`src/rtl/smaesh_key_serializer.sv`:
```
// Streams a parallel d-share masked key onto the SMAesH 32-bit key port,
// share-major, KWORDS words per share, then wipes the captured key.
module smaesh_key_serializer #(
  parameter int unsigned d = 2
) (
  input  logic             clk,
  input  logic             rst_n,
  input  logic             in_valid,
  output logic             in_ready,
  input  logic [256*d-1:0] in_key_shares,
  input  logic [1:0]       in_key_size_cfg,
  input  logic             in_mode_inverse,
  output logic             out_key_valid,
  input  logic             out_key_ready,
  output logic [31:0]      out_key_data,
  output logic [1:0]       out_key_size_cfg,
  output logic             out_key_mode_inverse,
  output logic             busy
);

  // Key size encodings shared with the core configuration header.
  localparam logic [1:0] KSIZE_128 = 2'b00;
  localparam logic [1:0] KSIZE_192 = 2'b01;
  localparam logic [1:0] KSIZE_256 = 2'b10;

  localparam int unsigned SW = ($clog2(d) > 1) ? $clog2(d) : 1;
  localparam logic [SW-1:0] SLast = SW'(d - 1);

  typedef enum logic {StIdle, StSend} state_e;

  state_e           state_q, state_d;
  logic [256*d-1:0] key_q, key_d;
  logic [2:0]       w_q, w_d;
  logic [2:0]       w_last_q, w_last_d;
  logic [SW-1:0]    s_q, s_d;
  logic [1:0]       cfg_q, cfg_d;
  logic             mode_q, mode_d;
  logic [31:0]      word;

  always_ff @(posedge clk or negedge rst_n) begin
    if (!rst_n) begin
      state_q  <= StIdle;
      key_q    <= '0;
      w_q      <= '0;
      w_last_q <= 3'd3;
      s_q      <= '0;
      cfg_q    <= '0;
      mode_q   <= 1'b0;
    end else begin
      state_q  <= state_d;
      key_q    <= key_d;
      w_q      <= w_d;
      w_last_q <= w_last_d;
      s_q      <= s_d;
      cfg_q    <= cfg_d;
      mode_q   <= mode_d;
    end
  end

  always_comb begin
    state_d       = state_q;
    key_d         = key_q;
    w_d           = w_q;
    w_last_d      = w_last_q;
    s_d           = s_q;
    cfg_d         = cfg_q;
    mode_d        = mode_q;
    in_ready      = 1'b0;
    out_key_valid = 1'b0;
    case (state_q)
      StIdle: begin
        in_ready = 1'b1;
        if (in_valid) begin
          key_d  = in_key_shares;
          cfg_d  = in_key_size_cfg;
          mode_d = in_mode_inverse;
          case (in_key_size_cfg)
            KSIZE_192: w_last_d = 3'd5;
            KSIZE_256: w_last_d = 3'd7;
            KSIZE_128: w_last_d = 3'd3;
            default:   w_last_d = 3'd3;
          endcase
          w_d     = '0;
          s_d     = '0;
          state_d = StSend;
        end
      end
      StSend: begin
        out_key_valid = 1'b1;
        if (out_key_ready) begin
          if (w_q == w_last_q) begin
            w_d = '0;
            if (s_q == SLast) begin
              // Last word of the last share: leave no share residue behind.
              s_d     = '0;
              key_d   = '0;
              state_d = StIdle;
            end else begin
              s_d = s_q + SW'(1);
            end
          end else begin
            w_d = w_q + 3'd1;
          end
        end
      end
    endcase
  end

  // Word mux with constant slices; unused high words are never selected.
  always_comb begin
    word = '0;
    for (int i = 0; i < int'(d); i++) begin
      for (int k = 0; k < 8; k++) begin
        if (s_q == SW'(i) && w_q == 3'(k)) begin
          word = key_q[256*i + 32*k +: 32];
        end
      end
    end
  end

  assign out_key_data         = (state_q == StSend) ? word : 32'h0;
  assign out_key_size_cfg     = cfg_q;
  assign out_key_mode_inverse = mode_q;
  assign busy                 = (state_q == StSend);

endmodule

```
`config.mk`:
```
export PLATFORM = sky130hd
export DESIGN_NAME = smaesh_key_serializer
export DESIGN_NICKNAME = d
export VERILOG_FILES = /design/src/rtl/smaesh_key_serializer.sv
export SDC_FILE = /design/constraint.sdc
export NUM_CORES = 1
export LEC_CHECK = 0
export CAP_MARGIN = 10
export CORE_UTILIZATION = 47
export CTS_CLUSTER_DIAMETER = 120
export CTS_CLUSTER_SIZE = 25
export DETAILED_ROUTE_END_ITERATION = 6
export PLACE_DENSITY = 0.74
export SLEW_MARGIN = 10
export SYNTH_ARGS = -nofsm -noshare
export SYNTH_HDL_FRONTEND = slang
export SYNTH_SLANG_ARGS = --single-unit
```
`constraint.sdc`:
```
create_clock -name clk -period 2.6 [get_ports clk]
set_input_delay 0.52 -clock clk [delete_from_list [all_inputs] [get_ports clk]]
set_output_delay 0.52 -clock clk [all_outputs]
set_load 0.02 [all_outputs]
```
==> out/results.txt, run 1 <==
Final slew viol count = 0
Distinct cells, synth = 62
Share of cells above drive strength 1 = 16.34%
FF+latch count, synth = 522
Avg Inst Size Synth = 8.075 um^2
RePlAce Congestion = 0.9937
Critical Path RT = 2080 ps
MaxCap Viol Count = 0
Post-synth EDFFs = 0
Fillers = 4489
CP max FO = 6
Fin nets = 4371
Layout Skew = 35.40 ps
Crit path cell chain = inv_2, buf_6, ha_4, buf_4, nand4bb_4, buf_6, o22ai_2, o21ai_2, buf_4, nand4_1, a31oi_4, buf_6
Cell Rows = 86
Clk_lat worst skew = 610 ps
DP Area = 34420 um^2
Clk root buf = clkbuf_16
Core ar. = 55200 um^2
Routed len/inst = 23.72 um
Maximum clock rate = 275.2 MHz
TritonCTS Buffers = 24
Top Ports = 557
Detailed Route WL = 109600 um
Met1 usage = 48.52%
Static leakage = 0.01771 uW
Mapped Area = 26270 um^2
Most common cell after layout, fill and taps aside = nand2_1
Synth Net Count = 3779
Most frequent cells in the layout = nand2_1, nand3_1, clkdlybuf4s50_1
Setup TNS Final = -30090 ps
GRT Total Usage = 37.64%
Vias in the first global route = 25842
Register area share after synthesis = 49.74%
Startpoint Class = flip-flop
Synth top area cells = dfrtp_1, nand2_1, nand3_1
Antenna viol nets, final = 0
DR pass1 iterations = 7
Total congestion overflow = 0
Fin area = 37460 um^2
Clk slew on worst S/H paths = 120 ps
Final Worst Setup Slack = -1034 ps
Synth top area share = 49.64%
Ys Warns = 0
Final setup violation count = 32
CTS tree = built
DIE HEIGHT = 238.4 um
Failing checks = setup timing
CP max stage cell = dfrtp_2
Drc violations = 0
Post-synth top flop = dfrtp_1
Worst Path Arrival = 3110 ps
Worst Hold Class = in -> reg
Crit-path most repeated cell = buf_6
WS Path Type = reg -> out
Met3 Usage GRT = 5.680%
Met2 Use GR = 60.77%
Post-synthesis instance total = 3253
Starting DRC count in detailed routing = 2975
Die footprint = 56830 um^2
RSZ-0062 raised after global routing = true
First-pass GRT wire length = 159300 um
Worst-margin pin slew = 917.7 ps
# clock sinks = 522
Die width = 238.4 um
Crit share post-route = 139.8%
Synth area leader = dfrtp_1
Total power draw = 41770 uW
Clock Path Buffers = 3
CP peak stage delay = 470 ps
Max-slew headroom = 38.82%
Asr flop ratio synth = 100.0%
Initial antenna violation count = 20
Endpoints failing hold = 0
DPL Wire Length = 83090 um
Status = complete, but fails checks
Vias after detailed routing = 26838
Maximum vdd drop = 0.6398 mV
Port Buffers = 556
H-tree levels = 1
Final core occ = 67.87%
Cell Pwr Density = 1115 nW/um^2
Starting density of the core = 47.58%
Vias per cell = 5.808
Setup crit end kind = output pin
Pin count of the biggest net entering global routing = 142
Gr busiest metal = met2
Synth-to-layout area growth = 42.63%
Fin crit period = 3634 ps
-- timing repair --
action	4_1_cts	5_1_grt
setup endpoints to repair	33	32
setup buffers	28	10
cloned	5	4
endpoints found under the hold margin	42	0
gates resized for setup	338	105
pin swaps	77	64
hold buffers	1	0
-- Yosys cell counts, types with 31 or more instances --
cell	instances
a31oi_1	36
o21ai_0	38
a21oi_1	143
clkbuf_1	180
a221oi_1	32
nand2_1	1160
dfrtp_1	521
o221ai_1	31
nand3_1	550
nor2_1	67
o22ai_1	34
buf_2	98
nor2b_1	36
-- registers in the layout, indices dropped and copies added, names as in the netlist --
name / cells
w_q: 3
out_key_mode_inverse: 1
out_key_size_cfg: 2
w_last_q: 2
key_q: 512
s_q: 1
busy: 1
-- cells by family after synthesis --
group,Yosys count,synth area share [%]
buf+inv,312,5.240
compound gates,493,12.95
mux,2,0.08574
xor+xnor,4,0.1334
fa+ha+maj,7,0.3334
simple gates,1913,31.52
flops,522,49.74
-- critical path, delay by kind of cell (launching register included) --
kind	cells	cell delay, ps
AOI/OAI and AO/OA	3	600
adders and majority gates	1	170
DFF	1	470
buffers and inverters	6	810
and+or+nand+nor	2	450
-- layer usage --
metal | share of wire, % | vias to the layer above | routed length (um)
met5 | 0.025 | - | 27
met4 | 6.3 | 4 | 6917
met3 | 7.9 | 255 | 8642
met2 | 47 | 1326 | 51770
met1 | 39 | 13008 | 42270
li1 | - | 12245 | -
-- power by group --
group	internal (uW)	total, uW	switching, uW
logic	10500	24000	13500
registers	10900	13300	2430
clock network	1780	4440	2660
-- per-stage QoR --
| stage | worst slack, ps | cells | hold WS (ps) |
|---|---|---|---|
| 2_1_floorplan | -70.10 | 3253 | 224.4 |
| 3_3_place_gp | -1146 | 4527 | 443.7 |
| 3_5_place_dp | -1106 | 4527 | 448.5 |
| 4_1_cts | -968.4 | 4596 | 223.0 |
| 5_1_grt | -1064 | 4620 | 246.5 |
| 6_report | -1034 | 4621 | 256.9 |
-- layout make-up --
type                       instances  area [um^2]  area share (%)
multi-input combinational       2419        13730           36.66
sequential                       522        13070           34.89
timing repair buffer             868         8960           23.92
tap                              748        935.9           2.498
clock buffer                      35        663.1           1.770
inverter                          10        50.05          0.1336
antenna                           18        45.04          0.1202
clock inverter                     1        5.005         0.01336
-- final timing paths --
path	slack (ps)	endpoint	from	cells past startpoint
worst max-delay path	-1030	out_key_data[21]	w_q[0]	12
worst min-delay path	260	key_q[38]	in_valid	3
worst max register to register	310	key_q[56]	w_q[2]	9
worst min register to register	470	key_q[157]	key_q[157]	2
max in group asynchronous	1260	key_q[47]	rst_n	3
min in group asynchronous	480	key_q[257]	rst_n	2
(Power assumes the default switching activity.)
==> inputs of run 2 (changes only) <==
--- a/config.mk
+++ b/config.mk
@@ -10,6 +10,7 @@
 export CTS_CLUSTER_DIAMETER = 120
 export CTS_CLUSTER_SIZE = 25
 export DETAILED_ROUTE_END_ITERATION = 6
+export GPL_TIMING_DRIVEN = 0
 export PLACE_DENSITY = 0.74
 export SLEW_MARGIN = 10
 export SYNTH_ARGS = -nofsm -noshare
==> run 2 against run 1 <==
Net effect: clock power grew 2%; the flow finishes with violations (DRC, setup timing); design area increased by 0.78%; critical path type unchanged; highest routed layer unchanged; hold slack improved by 13 ps; largest cell class unchanged; total power is 4.6% higher; clock-buffer cell count is 1 lower; wire length rose by 17%; sequential share of layout area fell by 0.28 points.
==> out/results.txt, run 2 (same netlist as run 1, synthesis figures left out) <==
Final slew viol count = 0
Top Ports = 557
TritonCTS Buffers = 24
First-pass GRT wire length = 179800 um
Pin count of the biggest net entering global routing = 112
Routed len/inst = 27.27 um
Maximum vdd drop = 0.8200 mV
Metal2 WL = 57440 um
Fillers = 4450
MaxCap Viol Count = 0
Final setup violation count = 35
Fin crit period = 3765 ps
Clock Path Buffers = 3
WS Path Type = reg -> out
Endpoints failing hold = 0
R2r startpoint = busy
Starting DRC count in detailed routing = 3655
Core ar. = 55200 um^2
Max reg flops = 512
Initial antenna violation count = 5
Status = complete, but fails checks
Register-to-Register Path Depth = 7
Critical Path RT = 2080 ps
Max layer used = met5
Clk root buf = clkbuf_16
Worst-margin pin slew = 1004 ps
Vias after detailed routing = 28569
Max-slew headroom = 33.05%
Setup TNS Final = -33800 ps
Failing checks = DRC, setup timing
Detailed Route WL = 127700 um
Synth-to-layout area growth = 43.75%
Drc violations = 1
Final Worst Setup Slack = -1165 ps
Share of cells above drive strength 1 = 16.16%
GRT Total Usage = 43.83%
DIE HEIGHT = 238.4 um
Cell Rows = 86
Fin nets = 4447
Worst Hold Class = in -> async
Starting density of the core = 47.58%
Total congestion overflow = 0
Layout Skew = 24.95 ps
R2R Setup Slk = 10 ps
Cell Pwr Density = 1157 nW/um^2
Largest registers = key_q: 512 flops, w_q: 3 flops
Worst setup path start = w_q[1]
Clk slew on worst S/H paths = 110 ps
CTS tree = built
Hold slack = 269.5 ps
Pre-CTS setup slack = -1993 ps
Setup crit end kind = output pin
CP max FO = 6
Vias in the first global route = 27111
Maximum clock rate = 265.6 MHz
Vias per cell = 6.101
Most frequent cells in the layout = nand2_1, nand3_1, clkdlybuf4s50_1
DPL Wire Length = 96850 um
Die width = 238.4 um
Startpoint Class = flip-flop
RePlAce Congestion = 1.011
Met3 WL post-DR = 12610 um
Largest Register = key_q
Die footprint = 56830 um^2
Worst Path Arrival = 3250 ps
Clk_lat worst skew = 610 ps
Static leakage = 0.01752 uW
Crit share post-route = 144.8%
Metal-1 WL = 47720 um
Port Buffers = 554
H-tree levels = 1
DR pass1 iterations = 7
Antenna viol nets, final = 0
Most common cell after layout, fill and taps aside = nand2_1
RSZ-0062 raised after global routing = true
# clock sinks = 522
[run 2: cell types whose count changed in the layout (fill, tap and decap cells not counted), moves of 10 or more]
cell and change:
buf_4 -153, a31oi_1 -15, buf_16 +10, a31oi_4 +11, clkbuf_2 +23, buf_2 +72
o221ai_1 -10, diode_2 -13, clkbuf_4 +17, buf_12 -41, clkbuf_1 +123
[run 2: final timing paths]
kind	endpoint
worst max-delay path	out_key_data[29]
worst min-delay path	key_q[369]
worst max register to register	key_q[255]
worst min register to register	key_q[174]
max in group asynchronous	key_q[46]
min in group clk	busy
[run 2: layout make-up]
cell class | instances | area (um^2) | area share [%]
antenna | 5 | 12.51 | 0.03314
buffer | 300 | 1988 | 5.265
clock buffer | 34 | 659.4 | 1.746
clock inverter | 1 | 5.005 | 0.01325
inverter | 10 | 55.05 | 0.1458
multi-input combinational | 2419 | 14360 | 38.02
sequential | 522 | 13070 | 34.61
tap | 748 | 935.9 | 2.479
timing repair buffer | 644 | 6678 | 17.69
[run 2: worst max-delay path: stages (launching register included)]
cell       delay (ps)
dfrtp_2           470
inv_4              70
ha_4              200
buf_12            150
nor4b_4           280
buf_6             200
buf_8             160
buf_4             130
a2bb2oi_4          70
o221ai_1          190
nand4_1           240
a21oi_2           320
buf_6             160
[run 2: repair_timing]
action                                  in CTS  in global routing
gates resized for setup                    684                131
endpoints found under the setup margin     543                313
hold buffers                                 1                  0
gates cloned                                10                  4
pin swaps                                  111                 98
setup buffers                               38                 35
endpoints found under the hold margin       43                  0
[run 2: layer usage]
layer	vias to the layer above	global-route usage, %
li1	12413	-
met1	13849	56.24
met2	1880	67.51
met3	425	8.491
met4	2	29.35
met5	-	0
[run 2: report_power, final]
| group | internal (uW) | switching (uW) |
|---|---|---|
| combinational | 10300 | 15400 |
| clock | 1780 | 2760 |
| sequential | 10900 | 2480 |
[run 2: through the flow]
step / cells / power [uW] / area [um^2] / utilization, %
after floorplan: 3253 / 23300 / 26630 / -
after global placement: 4555 / 31790 / 33110 / 59.99
after detailed placement: 4560 / 32070 / 33260 / 60.25
after CTS: 4643 / 41230 / 36880 / 66.81
after global routing: 4680 / 45080 / 37750 / 68.39
final: 4683 / 43690 / 37760 / 68.40
